**config.mk**
```make
export PLATFORM = sky130hd
export DESIGN_NAME = weight_lane_sequencer_flat
export DESIGN_NICKNAME = d
export VERILOG_FILES = /design/src/rtl/weight_seq_pkg.sv /design/src/rtl/weight_lane_sequencer_if.sv /design/src/rtl/chunk_replicator.sv /design/src/rtl/weight_lane_sequencer.sv /design/src/flat_wrapper.sv
export SDC_FILE = /design/constraint.sdc
export NUM_CORES = 1
export LEC_CHECK = 0
export CORE_MARGIN = 2
export CORE_UTILIZATION = 49
export CTS_CLUSTER_DIAMETER = 100
export DETAILED_ROUTE_END_ITERATION = 8
export PLACE_DENSITY_LB_ADDON = 0.3
export REMOVE_ABC_BUFFERS = 1
export SETUP_SLACK_MARGIN = 0.05
export SKIP_CTS_REPAIR_TIMING = 1
export SLEW_MARGIN = 25
export SYNTH_ARGS = -nofsm -noshare
export SYNTH_HDL_FRONTEND = slang
export SYNTH_SLANG_ARGS = --single-unit
```
**constraint.sdc**
```tcl
create_clock -name clk -period 2.7 [get_ports clk]
set_clock_uncertainty 0.2 [all_clocks]
set_input_delay 0.81 -clock clk [delete_from_list [all_inputs] [get_ports clk]]
set_output_delay 0.81 -clock clk [all_outputs]
set_load 0.02 [all_outputs]
```
**src/rtl/weight_seq_pkg.sv**
```systemverilog
// Shared constants and helpers for the weight/input lane sequencers.
// Mode m means each chunk is replicated 2^m times across 2^m beats.
package weight_seq_pkg;

    localparam logic [1:0] MODE_X1 = 2'd0;
    localparam logic [1:0] MODE_X2 = 2'd1;
    localparam logic [1:0] MODE_X4 = 2'd2;
    localparam logic [1:0] MODE_X8 = 2'd3;

    localparam int unsigned DEFAULT_CHUNK_W = 8;

    // A word of 2^log2_chunks chunks cannot be replicated more than 2^log2_chunks times.
    function automatic logic [1:0] clamp_mode(input logic [1:0] m, input int unsigned log2_chunks);
        if (32'(m) > log2_chunks) begin
            return log2_chunks[1:0];
        end
        return m;
    endfunction

endpackage

```
**src/rtl/weight_lane_sequencer_if.sv**
```systemverilog
// Word-in / beat-out handshake bundle of the lane sequencer.
// The slave modport is the sequencer side; master is the buffer plus consumer side.
interface weight_lane_sequencer_if #(
    parameter int unsigned DATA_W = 32,
    parameter int unsigned BEAT_W = 2
);
    logic              in_valid;
    logic              in_ready;
    logic [DATA_W-1:0] in_data;
    logic              out_valid;
    logic              out_ready;
    logic [DATA_W-1:0] sorted_data;
    logic [BEAT_W-1:0] out_beat;
    logic              out_last;

    modport master (
        output in_valid, in_data, out_ready,
        input  in_ready, out_valid, sorted_data, out_beat, out_last
    );

    modport slave (
        input  in_valid, in_data, out_ready,
        output in_ready, out_valid, sorted_data, out_beat, out_last
    );
endinterface

```
**src/rtl/chunk_replicator.sv**
```systemverilog
// Combinational beat builder: beat k of a word with every chunk replicated 2^m times.
// Output chunk j takes source chunk k*S + j/R, where R = 2^m and S = NUM_CHUNKS/R.
module chunk_replicator
    import weight_seq_pkg::*;
#(
    parameter int unsigned DATA_W     = 32,
    parameter int unsigned CHUNK_W    = DEFAULT_CHUNK_W,
    parameter int unsigned NUM_CHUNKS = 4
) (
    input  logic [DATA_W-1:0]             word,
    input  logic [1:0]                    m,
    input  logic [$clog2(NUM_CHUNKS)-1:0] k,
    output logic [DATA_W-1:0]             beat
);
    localparam int unsigned LOG2_CHUNKS = $clog2(NUM_CHUNKS);

    logic [1:0]             mc;
    logic [LOG2_CHUNKS-1:0] src;

    assign mc = clamp_mode(m, LOG2_CHUNKS);

    always_comb begin
        beat = '0;
        src  = '0;
        for (int j = 0; j < NUM_CHUNKS; j++) begin
            // k*S is k shifted by log2(S); j/R is j shifted by m.
            src = LOG2_CHUNKS'((32'(k) << (LOG2_CHUNKS - 32'(mc))) + (32'(j) >> mc));
            beat[j*CHUNK_W +: CHUNK_W] = word[32'(src)*CHUNK_W +: CHUNK_W];
        end
    end
endmodule

```
**src/rtl/weight_lane_sequencer.sv**
```systemverilog
// Holds one weight-buffer word and emits it as 2^mode replicated beats.
// A new word is accepted on the final beat's handshake, so words stream with no bubble.
module weight_lane_sequencer
    import weight_seq_pkg::*;
#(
    parameter int unsigned DATA_W     = 32,
    parameter int unsigned CHUNK_W    = DEFAULT_CHUNK_W,
    parameter int unsigned NUM_CHUNKS = 4
) (
    input  logic                    clk,
    input  logic                    reset,
    input  logic                    flush,
    input  logic [1:0]              mode,
    weight_lane_sequencer_if.slave  bus
);
    localparam int unsigned LOG2_CHUNKS = $clog2(NUM_CHUNKS);

    logic [DATA_W-1:0]      hold_q;
    logic [1:0]             mode_q;
    logic [LOG2_CHUNKS-1:0] beat_q;
    logic                   valid_q;

    logic [LOG2_CHUNKS-1:0] last_beat;
    logic                   is_last;
    logic                   accept;
    logic                   advance;
    logic [DATA_W-1:0]      beat_data;

    chunk_replicator #(
        .DATA_W     (DATA_W),
        .CHUNK_W    (CHUNK_W),
        .NUM_CHUNKS (NUM_CHUNKS)
    ) u_replicator (
        .word (hold_q),
        .m    (mode_q),
        .k    (beat_q),
        .beat (beat_data)
    );

    always_comb begin
        last_beat    = LOG2_CHUNKS'((32'd1 << mode_q) - 32'd1);
        is_last      = valid_q && (beat_q == last_beat);
        // Flush and reset both refuse the word so nothing slips in behind a drop.
        bus.in_ready = reset && !flush && (!valid_q || (bus.out_ready && is_last));
        accept       = bus.in_valid && bus.in_ready;
        advance      = valid_q && bus.out_ready;

        bus.out_valid   = valid_q;
        bus.sorted_data = valid_q ? beat_data : '0;
        bus.out_beat    = valid_q ? beat_q : '0;
        bus.out_last    = is_last;
    end

    always_ff @(posedge clk) begin
        if (!reset) begin
            hold_q  <= '0;
            mode_q  <= '0;
            beat_q  <= '0;
            valid_q <= 1'b0;
        end else if (flush) begin
            beat_q  <= '0;
            valid_q <= 1'b0;
        end else if (accept) begin
            hold_q  <= bus.in_data;
            mode_q  <= clamp_mode(mode, LOG2_CHUNKS);
            beat_q  <= '0;
            valid_q <= 1'b1;
        end else if (advance) begin
            if (is_last) begin
                beat_q  <= '0;
                valid_q <= 1'b0;
            end else begin
                beat_q <= beat_q + LOG2_CHUNKS'(1);
            end
        end
    end
endmodule

```
**src/flat_wrapper.sv**
```systemverilog
// flat-port wrapper written by rule: the top's interface ports become plain ports
module weight_lane_sequencer_flat import weight_seq_pkg::*;
#(
    parameter int unsigned DATA_W     = 32,
    parameter int unsigned CHUNK_W    = DEFAULT_CHUNK_W,
    parameter int unsigned NUM_CHUNKS = 4
)
  (clk, reset, flush, mode, bus_in_valid, bus_in_data, bus_out_ready, bus_in_ready, bus_out_valid, bus_sorted_data, bus_out_beat, bus_out_last);
  weight_lane_sequencer_if #(.DATA_W(DATA_W), .BEAT_W(2)) bus_i ();
  input  logic clk;
  input  logic reset;
  input  logic flush;
  input  logic [1:0] mode;
  input wire logic [$bits(bus_i.in_valid)-1:0] bus_in_valid;
  input wire logic [$bits(bus_i.in_data)-1:0] bus_in_data;
  input wire logic [$bits(bus_i.out_ready)-1:0] bus_out_ready;
  output wire logic [$bits(bus_i.in_ready)-1:0] bus_in_ready;
  output wire logic [$bits(bus_i.out_valid)-1:0] bus_out_valid;
  output wire logic [$bits(bus_i.sorted_data)-1:0] bus_sorted_data;
  output wire logic [$bits(bus_i.out_beat)-1:0] bus_out_beat;
  output wire logic [$bits(bus_i.out_last)-1:0] bus_out_last;
  assign bus_i.in_valid = bus_in_valid;
  assign bus_i.in_data = bus_in_data;
  assign bus_i.out_ready = bus_out_ready;
  assign bus_in_ready = bus_i.in_ready;
  assign bus_out_valid = bus_i.out_valid;
  assign bus_sorted_data = bus_i.sorted_data;
  assign bus_out_beat = bus_i.out_beat;
  assign bus_out_last = bus_i.out_last;
  weight_lane_sequencer #(.DATA_W(DATA_W), .CHUNK_W(CHUNK_W), .NUM_CHUNKS(NUM_CHUNKS)) u_core (.clk(clk), .reset(reset), .flush(flush), .mode(mode), .bus(bus_i));
endmodule
```
==> summary.txt, run 1 <==
Synth
  – Area contributors post-synth: dfxtp_1 (26%), mux2i_1 (22%), nand2_1 (10%), o22ai_1 (4.6%), nor2_1 (4.0%)
  – Sequential element share of the synthesized area: a little over a quarter
  – Syn Area/Cell: just under 8 um^2
  – Share of the synthesized area in the top cell type: a little over a quarter
  – Synth Register Bits: 37
  – Synthesis Warnings: 0
  – Cells after synthesis: 364
  – Yosys top cell by area: dfxtp_1
  – Synth unique cells: 39
  – Mapped cell area: ~2800 um^2

Routing
  – TritonRoute pass-1 iters: 6
  – WL/cell: 19.27 um
  – Vias: 3430
  – Via/cell ratio: a little over 6
  – Drt total wl: 10640 um
  – Drt drc: 0
  – Iter 0 DRT Violations: 388
  – Post-route ant nets: 0

Power
  – Leak: around 1.8 nW
  – Clock Power Share: ~28%
  – PD cells: around 320 nW/um^2
  – Psw: ~0.44 mW
  – Comb power frac: about 28%
  – Share of power burned in registers: a little over two fifths
  – Final Power: about 1.4 mW
  – Net Sw Frac: between 30% and 40%
  – Peak supply drop: between 0.0002 and 0.00025 V
  – P_int: about 0.98 mW

Final layout
  – Area grow syn2layout: 57.63%
  – Nets@finish: a little over 500
  – Antenna Cells: 0
  – Fillers: between 300 and 400
  – Finished Cell Area: 4473 um^2
  – Final core utilization: between 80% and 90%
  – Fraction of layout cells with a size suffix above 1: between 30% and 40%
  – Commonest non-fill, non-tap cell in the layout: nand2_1
  – Most frequent cells in the layout: nand2_1 (74), buf_4 (60), mux2i_1 (57)

Global routing
  – Initial antenna violation count: 0
  – Pin count of the biggest net entering global routing: approximately 70
  – Number of global-route vias before repair: 2946
  – Remaining Overflow, GRT: 0
  – Gr usage total: approximately 28%
  – First-pass GRT wire length: about 14000 um

Placed design
  – Post-DP HPWL: between 6000 and 7000 um
  – # port buffers: 75
  – Pre-CTS WS: -0.9304 ns
  – Area after DPL: between 3000 and 4000 um^2
  – Final Wtd Congestion: about 0.92

Critical path
  – FF-to-FF path depth: 7
  – Setup CP Type: flip-flop to output port
  – Startpoint types: flip-flop
  – Worst Path Max Fanout: 7
  – Worst Path Arrival: 1.82 ns
  – CP Data Required Time: ~1.7 ns
  – Reg-to-reg endpoint: u_core.hold_q[9]
  – Worst R2R Start: u_core.mode_q[1]
  – R2R Setup Slk: between 0.3 and 0.4 ns
  – Crit end category: output port

Hold path
  – Cells on Worst Hold Path: 2
  – Hold WC Path Type: flip-flop to flip-flop
  – Hold wc startpoint: u_core.hold_q[3]
  – Hold path endpoint: u_core.hold_q[3]

Timing
  – Setup WS post-layout: -0.1250 ns
  – Hold Violations, Final: 0
  – Unrepaired setup endpoints after global routing: yes
  – Minimum clock period after layout: roughly 2.8 ns
  – Setup TNS: -1.389 ns
  – Fin crit share: 104.6%
  – Final setup fails: 28
  – Worst-margin pin slew: 0.6706 ns
  – Fmax: approximately 350 MHz
  – Fin. max-slew vios: 0
  – Relative slew slack: 55.25%

Floorplan
  – Die Span Y: 80.10 um
  – DIE AREA: between 6000 and 7000 um^2
  – Die extent in x: about 80 um
  – Starting Density: around half
  – IO Pins: 76
  – Site Rows: 27
  – Area of the core: between 5000 and 6000 um^2

Clocking
  – Clock root buffer master: clkbuf_8
  – CTS tree: yes
  – CTS Buffer Depth: 2
  – Clock transition at path regs: 0.07 ns
  – H-tree Lvls: 2
  – Worst skew pair latency: between 0.2 and 0.3 ns
  – Total CTS buffers: 5
  – CTS Sinks: 37

Outcome
  – Status: finished, violations left
  – Failing checks: negative setup slack

Run
  – Maxcap violations: 0
[worst max-delay path by stage]
stage                           from                   to  slack [ns]  depth (start not counted)
global route        u_core.mode_q[1]   bus_sorted_data[7]       -0.16                          7
floorplan           u_core.beat_q[0]     u_core.hold_q[0]       -1.49                          4
CTS                    bus_out_ready         bus_in_ready       -0.94                          5
global placement       bus_out_ready         bus_in_ready       -0.91                          5
finish              u_core.beat_q[0]  bus_sorted_data[15]       -0.13                          6
detailed placement     bus_out_ready         bus_in_ready       -0.93                          5
[through the flow]
stage                     instances  hold WS (ns)
after floorplan                 332        0.2677
after global placement          534        0.2955
after detailed placement        534        0.3007
after CTS                       541        0.3117
after global routing            552        0.3315
final                           552        0.3193
[routing by layer]
metal  vias up  wire length [um]  track usage (%)  share of wire, %
met4         0               297            8.305               2.8
met5         -                 0                0                 0
met2       217              4950            44.00                47
met3        41              1080            4.944                10
li1       1553                 -                -                 -
met1      1619              4308            38.79                41
[power by group through the flow]
stage | Clock (mW) | Sequential (mW) | Combinational [mW]
2_1_floorplan | 0 | 0.618 | 0.161
3_3_place_gp | 0 | 0.622 | 0.328
3_5_place_dp | 0 | 0.623 | 0.335
4_1_cts | 0.406 | 0.611 | 0.337
5_1_grt | 0.419 | 0.618 | 0.431
6_report | 0.400 | 0.615 | 0.403
[cell usage after synthesis]
library cell and instances:
o22a_1 5, a22oi_1 2, and2b_1 1, a31o_2 1, dfxtp_1 37, a21oi_1 18, inv_1 1, nor2b_1 5
or3b_1 1, o22ai_1 21, xor2_1 1, and2_1 3, nor2_1 30, nand2_1 77, nor3b_2 1, a21bo_1 1
nor3_1 9, a21o_1 1, a21bo_2 1, a222oi_1 5, o221a_4 1, nand3b_1 5, a221oi_1 12, buf_1 2
o21ai_2 1, nand3_1 1, clkinv_1 1, mux2_2 8, mux2i_1 62, o21ai_1 1, or2b_1 1, nand2b_1 4
a31oi_1 1, buf_2 5, o21a_1 1, o21ai_0 12, buf_12 3, clkbuf_1 20, buf_6 2
[critical path: stages, from the launching register on]
cell and delay [ns]:
dfxtp_4 0.41, nand2_1 0.16, o21ai_4 0.10, buf_4 0.17
mux2i_4 0.19, a221oi_4 0.33, buf_6 0.17
[state kept, by name, summed over array words and instances (netlist names)]
name                  count
u_core.hold_q            32
u_core.bus.out_valid      1
u_core.beat_q             2
u_core.mode_q             2
[layout make-up]
class / instances / area [um^2] / share of cell area [%]
multi-input cells: 293 / 2256 / 50.43
flip-flops and latches: 37 / 755.7 / 16.90
well taps: 72 / 90.09 / 2.014
repair buffers: 141 / 1277 / 28.56
inverters: 2 / 7.507 / 0.1678
clock buffers: 7 / 86.33 / 1.930
[kinds of logic (layout without fill, tap and decap cells)]
logic type	count (synthesis)	count (layout)	synth area share, %
xor gates and xnor gates	1	1	0.3087
and+or+nand+nor	138	138	21.16
DFF	37	37	26.10
muxes	70	70	25.04
buffers and inverters	34	150	6.966
AOI/OAI and AO/OA	84	84	20.41
No activity file was read; power rests on OpenSTA's default activity.
==> run 2: changes to the inputs <==
--- a/config.mk
+++ b/config.mk
@@ -8,7 +8,9 @@
 export CORE_MARGIN = 2
 export CORE_UTILIZATION = 49
 export CTS_CLUSTER_DIAMETER = 100
+export CTS_CLUSTER_SIZE = 25
 export DETAILED_ROUTE_END_ITERATION = 8
+export HOLD_SLACK_MARGIN = 0.08
 export PLACE_DENSITY_LB_ADDON = 0.3
 export REMOVE_ABC_BUFFERS = 1
 export SETUP_SLACK_MARGIN = 0.05
==> results of run 2 <==
Same layout as run 1: the final DEF is identical, and so are final timing and power.
==> run 3: changes to the inputs <==
--- a/config.mk
+++ b/config.mk
@@ -15,7 +15,6 @@
 export REMOVE_ABC_BUFFERS = 1
 export SETUP_SLACK_MARGIN = 0.05
 export SKIP_CTS_REPAIR_TIMING = 1
-export SLEW_MARGIN = 25
 export SYNTH_ARGS = -nofsm -noshare
 export SYNTH_HDL_FRONTEND = slang
 export SYNTH_SLANG_ARGS = --single-unit
==> results of run 3 <==
Same layout as run 1: the final DEF is identical, and so are final timing and power.
